### config.mk
export PLATFORM = sky130hd
export DESIGN_NAME = window_line_buffer
export DESIGN_NICKNAME = d
export VERILOG_FILES = /design/src/rtl/window_line_buffer.sv
export SDC_FILE = /design/constraint.sdc
export NUM_CORES = 2
export LEC_CHECK = 0
export ABC_AREA = 0
export BUFFER_PORTS_ARGS = -buffer_cell sky130_fd_sc_hd__buf_2
export CAP_MARGIN = 30
export CORE_AREA = 2 2 359 219
export CTS_CLUSTER_DIAMETER = 100
export DETAILED_ROUTE_END_ITERATION = 10
export DIE_AREA = 0 0 361 221
export MAX_ROUTING_LAYER = met4
export PLACE_DENSITY = 0.88
export SYNTH_ARGS = -nofsm -noshare
export SYNTH_HDL_FRONTEND = slang
export SYNTH_SLANG_ARGS = --single-unit
### constraint.sdc
create_clock -name clk -period 2.8 [get_ports clk]
set_input_delay 0.56 -clock clk [delete_from_list [all_inputs] [get_ports clk]]
set_output_delay 0.56 -clock clk [all_outputs]
set_load 0.02 [all_outputs]
### src/rtl/window_line_buffer.sv
// Sliding WIN x WIN pixel window over the most recent WIN line segments
// loaded from an Avalon read stream, with backpressure, frame restart and overrun flag.
module window_line_buffer #(
    parameter int PIXEL_W  = 24,
    parameter int WIN      = 3,
    parameter int LINE_PIX = 8
) (
    input  logic                         clk,
    input  logic                         n_rst,
    input  logic                         load_start,
    input  logic                         clear_rows,
    input  logic [31:0]                  master_readdata,
    input  logic                         master_readdatavalid,
    input  logic                         window_ready,
    output logic [WIN*WIN*PIXEL_W-1:0]   window_data,
    output logic                         window_valid,
    output logic                         window_last,
    output logic                         done_load,
    output logic                         busy,
    output logic                         overrun
);

    localparam int BW = (LINE_PIX > 1) ? $clog2(LINE_PIX) : 1;
    localparam int FW = $clog2(WIN + 1);
    localparam logic [BW-1:0] BEAT_LAST = BW'(LINE_PIX - 1);
    localparam logic [BW-1:0] COL_LAST  = BW'(LINE_PIX - WIN);
    localparam logic [FW-1:0] FILL_FULL = FW'(WIN);

    typedef enum logic [1:0] {
        S_IDLE,
        S_LOAD,
        S_SLIDE
    } state_t;

    state_t                                      state_q, state_d;
    logic [LINE_PIX-1:0][PIXEL_W-1:0]            staging_q, staging_d;
    logic [WIN-1:0][LINE_PIX-1:0][PIXEL_W-1:0]   rows_q, rows_d;
    logic [FW-1:0]                               fill_q, fill_d;
    logic [BW-1:0]                               beat_q, beat_d;
    logic [BW-1:0]                               col_q, col_d;
    logic                                        done_q, done_d;
    logic                                        overrun_q, overrun_d;
    logic [FW-1:0]                               fill_next;

    always_ff @(posedge clk or negedge n_rst) begin
        if (!n_rst) begin
            state_q   <= S_IDLE;
            staging_q <= '0;
            rows_q    <= '0;
            fill_q    <= '0;
            beat_q    <= '0;
            col_q     <= '0;
            done_q    <= 1'b0;
            overrun_q <= 1'b0;
        end else begin
            state_q   <= state_d;
            staging_q <= staging_d;
            rows_q    <= rows_d;
            fill_q    <= fill_d;
            beat_q    <= beat_d;
            col_q     <= col_d;
            done_q    <= done_d;
            overrun_q <= overrun_d;
        end
    end

    always_comb begin
        state_d   = state_q;
        staging_d = staging_q;
        rows_d    = rows_q;
        fill_d    = fill_q;
        beat_d    = beat_q;
        col_d     = col_q;
        done_d    = 1'b0;
        fill_next = fill_q;
        // Beats outside LOAD are dropped but remembered.
        overrun_d = overrun_q | (master_readdatavalid && (state_q != S_LOAD));

        case (state_q)
            S_IDLE: begin
                if (clear_rows) begin
                    fill_d = '0;
                end
                if (load_start) begin
                    state_d = S_LOAD;
                    beat_d  = '0;
                end
            end
            S_LOAD: begin
                if (master_readdatavalid) begin
                    staging_d[beat_q] = master_readdata[PIXEL_W-1:0];
                    if (beat_q == BEAT_LAST) begin
                        // staging_d already holds the final pixel, so the new row is complete.
                        for (int unsigned k = WIN - 1; k > 0; k--) begin
                            rows_d[k] = rows_q[k-1];
                        end
                        rows_d[0] = staging_d;
                        fill_next = (fill_q == FILL_FULL) ? fill_q : fill_q + 1'b1;
                        fill_d    = fill_next;
                        done_d    = 1'b1;
                        beat_d    = '0;
                        col_d     = '0;
                        state_d   = (fill_next == FILL_FULL) ? S_SLIDE : S_IDLE;
                    end else begin
                        beat_d = beat_q + 1'b1;
                    end
                end
            end
            S_SLIDE: begin
                if (window_ready) begin
                    if (col_q == COL_LAST) begin
                        state_d = S_IDLE;
                        col_d   = '0;
                    end else begin
                        col_d = col_q + 1'b1;
                    end
                end
            end
            default: state_d = S_IDLE;
        endcase
    end

    always_comb begin
        logic [BW-1:0] idx;
        window_data = '0;
        idx         = '0;
        for (int unsigned r = 0; r < WIN; r++) begin
            for (int unsigned k = 0; k < WIN; k++) begin
                idx = col_q + BW'(k);
                window_data[((r*WIN)+k)*PIXEL_W +: PIXEL_W] = rows_q[r][idx];
            end
        end
    end

    assign window_valid = (state_q == S_SLIDE);
    assign window_last  = window_valid && (col_q == COL_LAST);
    assign busy         = (state_q != S_IDLE);
    assign done_load    = done_q;
    assign overrun      = overrun_q;

endmodule
==> summary.md <==
| Metric | Value |
|---|---|
| Run status | `finished with violations` |
| Violated checks | `design-rule violations, negative setup slack` |
| Setup slack after placement | `0.00527 ns` |
| Flop-to-flop setup slack | `0.06 ns` |
| Placer's final routability congestion estimate | `0.919` |
| Number of unique standard cell types used by synthesis | `43` |
| Capture instance of the worst register-to-register path | `rows_q[280]$_DFFE_PN0P_` |
| Maximum clock path buffer count | `3` |
| Worst path required time | `2.24 ns` |
| DRC violation count after routing | `4` |
| Detailed-placement wirelength estimate | `79.9 mm` |
| Worst Path Arrival | `2.97 ns` |
| Start of the worst register-to-register path | `beat_q[0]$_DFFE_PN0P_` |
| Via count of the first global-routing pass | `34900` |
| Post-synthesis instance area | `42500 sq um` |
| Post-route non-filler standard cell count | `5289` |
| Post-route standard cell area excluding fillers | `52000 sq um` |
| Skew final | `0.0375 ns` |
| Worst slew margin relative to its limit | `0.0837` |
| Total clock buffers created by CTS | `70` |
| Portion of synthesized cell area occupied by the leading cell type | `0.459` |
| Total congestion overflow | `0` |
| Total of endpoints with negative setup slack in the final report | `217` |
| Cells on Worst Hold Path | `2` |
| Total power | `48600 uW` |
| Sinks on the clock net | `780` |
| I/O Buffers | `250` |
| Worst-margin pin slew | `1.37 ns` |
| Final Hold Violating Endpoints | `0` |
| TritonCTS clock tree | `done` |
| Cell with the most instances after synthesis | `sky130_fd_sc_hd__nand2_1` |
| Post-route fraction of the period consumed by the critical path | `1.26` |
| Die Ht | `221 um` |
| Floorplan Core Area | `76600 sq um` |
| Sequential cell area fraction in the yosys report | `0.459` |
| Largest cells by area after synthesis | `sky130_fd_sc_hd__dfrtp_1 (46%), sky130_fd_sc_hd__mux4_2 (19%), sky130_fd_sc_hd__nand2_1 (14%), sky130_fd_sc_hd__mux2_2 (7.0%), sky130_fd_sc_hd__mux2i_1 (4.5%)` |
| Max incr delay on CP | `0.51 ns` |
| EDFF count, synth | `0` |
| Net count after synthesis | `3989` |
| Post-synthesis share of cell area spent on xor and xnor gates | `0.000206` |
| Reported leakage power | `0.0247 uW` |
| Max Transition Viols Final | `0` |
| Worst setup slack after layout | `-0.729 ns` |
| Startpoint of the lowest-slack hold path | `clear_rows` |
| Top FF cell, synth | `sky130_fd_sc_hd__dfrtp_1` |
| Peak supply drop | `0.780 mV` |
| Number of routed nets with antenna violations | `0` |
| Highest clock frequency the design can meet | `283 MHz` |
| Largest net degree at the start of global routing | `269` |
| Crit Path Category | `reg2out` |
| Starting density of the core | `0.555` |
| Horiz. Die Dim | `361 um` |
| Layout cell share with drive strength beyond 1 | `0.350` |
| Clk root buf | `sky130_fd_sc_hd__clkbuf_16` |
| Die ar. | `79800 sq um` |
| Cell with the biggest individual delay on the critical path | `sky130_fd_sc_hd__dfrtp_4` |
| Ordered list of cells on the worst path | `buf_6 > buf_12 > buf_12 > buf_16 > bufbuf_16 > mux4_2 > mux2_4 > buf_6` |
| Cell area after placement | `44600 sq um` |
| Asr flop ratio synth | `1.00` |
| PD cells | `935 nW/um^2` |
| Number of cells traversed by the worst register-to-register path | `6` |
| Critical Path Start Type | `flop` |
| Hold Crit Class | `in2reg` |
| Routed length per placed instance | `31.2 um` |
| Clock H-tree levels | `3` |
| Number of cells produced by synthesis | `3947` |
| Commonest cells in the netlist | `sky130_fd_sc_hd__nand2_1 (1565), sky130_fd_sc_hd__dfrtp_1 (780), sky130_fd_sc_hd__mux4_2 (360), sky130_fd_sc_hd__mux2_2 (263), sky130_fd_sc_hd__nor2_1 (219)` |
| Setup repair after global routing missed its margin | `true` |
| Biggest fanout along the worst timing path | `7` |
| Post-synthesis mux area share | `0.306` |
| Fraction of the mapped netlist area in simple logic gates | `0.164` |
| Clock transition at the registers of the reported paths | `0.07 ns` |
| Synthesized flop and latch total | `780` |
| Global-route wire length before repair | `209 mm` |
| Clk_lat worst skew | `0.64 ns` |
| Cell count after placement | `5002` |
| Number of top-level pins | `259` |
| DRC marker count from the first detailed-route iteration | `7255` |
| Post-synthesis average cell area | `10.8 sq um` |
| Post-synthesis adder-cell area fraction | `0.00118` |
| Worst hold path endpoint | `fill_q[1]$_DFFE_PN0P_` |
| Top layer in use | `met4` |
| Metal2 WL | `71.7 mm` |
| Total via count in the routed design | `38300` |
| Crit end category | `primary output` |
| Nets | `4248` |
| Dominant cell type by area after synthesis | `sky130_fd_sc_hd__dfrtp_1` |
| Area fraction in compound gates after synthesis | `0.0255` |
| Total global-route track usage | `0.352` |
| Reported max-cap violation count | `0` |
| Placement row count | `79` |
| DR pass1 iterations | `11` |
| YS warnings | `0` |
| Via density per instance | `7.24` |
| Detailed-route wire length on metal 1 | `48.8 mm` |
| Initial antenna violation count | `21` |
| Aggregate routed wire length | `165 mm` |
| P&R area growth vs syn | `22.2%` |
| Largest family of logic cells by synthesized area | `multiplexers` |
| Critical Path Source | `col_q[0]$_DFFE_PN0P_` |
| Amount of wire on met3 after detailed routing | `25.1 mm` |
| Final min period | `3.53 ns` |
power breakdown:
part / internal, uW / total (uW) / switching (uW)
sequential: 15200 / 20500 / 5300
clock: 5910 / 10700 / 4800
combinational: 8220 / 17400 / 9180
total: 29400 / 48600 / 19300
worst max-delay path by stage:
stage	to	depth (start not counted)
final	window_data[25]	8
after CTS	window_data[102]	6
after global routing	window_data[144]	9
after floorplan	window_data[175]	8
after detailed placement	window_data[92]	6
after global placement	window_data[35]	6
cell families (layout without fill, tap and decap cells):
logic type	Yosys count	after routing
multiplexers	816	816
buffers and inverters	323	632
flip-flops	780	780
XOR/XNOR	1	1
AO/OA/AOI/OAI	210	210
other	0	21
AND/OR/NAND/NOR	1813	1813
adder cells (fa/ha/maj)	4	4
sequential cells by signal, summed over array words and instances (netlist names):
register and count:
col_q 3, done_load 1, rows_q 576, beat_q 3
staging_q 192, overrun 1, state_q 2, fill_q 2
critical path, delay by kind of cell (launching register included):
kind	cells	cell delay (ns)
buffers and inverters	6	1.05
muxes	2	0.75
DFF	1	0.51
layout by cell type (no fill, tap or decap), types with 26 or more instances in the layout:
cell type and count:
sky130_fd_sc_hd__nor2_4 26, sky130_fd_sc_hd__nor2_1 100, sky130_fd_sc_hd__buf_4 92, sky130_fd_sc_hd__nand2_2 105, sky130_fd_sc_hd__mux2i_1 192, sky130_fd_sc_hd__mux2_4 63, sky130_fd_sc_hd__dfrtp_1 777, sky130_fd_sc_hd__nor2_2 94
sky130_fd_sc_hd__buf_2 64, sky130_fd_sc_hd__mux2_2 200, sky130_fd_sc_hd__buf_6 205, sky130_fd_sc_hd__clkbuf_16 105, sky130_fd_sc_hd__o21ai_0 186, sky130_fd_sc_hd__mux4_2 360, sky130_fd_sc_hd__buf_12 48, sky130_fd_sc_hd__buf_16 38
sky130_fd_sc_hd__nand2_1 1453
repair_timing:
item                                   4_1_cts  5_1_grt
endpoints found under the hold margin       34        0
pin swaps                                    7      118
hold buffers                                 1        0
cloned                                      24       39
setup buffers                               30       56
gates resized for setup                    155      686
setup endpoints to repair                  217      217
routing by layer:
| layer | GRT usage | up-vias |
|---|---|---|
| li1 | - | 14100 |
| met1 | 0.412 | 18100 |
| met2 | 0.544 | 4386 |
| met3 | 0.0907 | 1738 |
| met5 | - | - |
| met4 | 0.229 | 0 |
metrics by stage:
| step | hold slack (ns) | setup TNS (ns) | util |
|---|---|---|---|
| after detailed placement | 0.456 | 0 | 0.583 |
| after global routing | 0.221 | -121.40 | 0.679 |
| after CTS | 0.207 | -95.45 | 0.635 |
| final | 0.239 | -116.06 | 0.679 |
| after global placement | 0.453 | 0 | 0.583 |
| after floorplan | 0.264 | 0 | - |
cell type report:
cell class	instances	area (sq um)
Antenna cell	21	52.6
Clock buffer	92	1970
Clock inverter	30	450
Fill cell	4469	24600
Inverter	6	37.5
Multi-Input combinational cell	2844	22200
Sequential cell	780	19500
Tap cell	1012	1270
Timing Repair Buffer	504	6540
(Power assumes the default switching activity.)
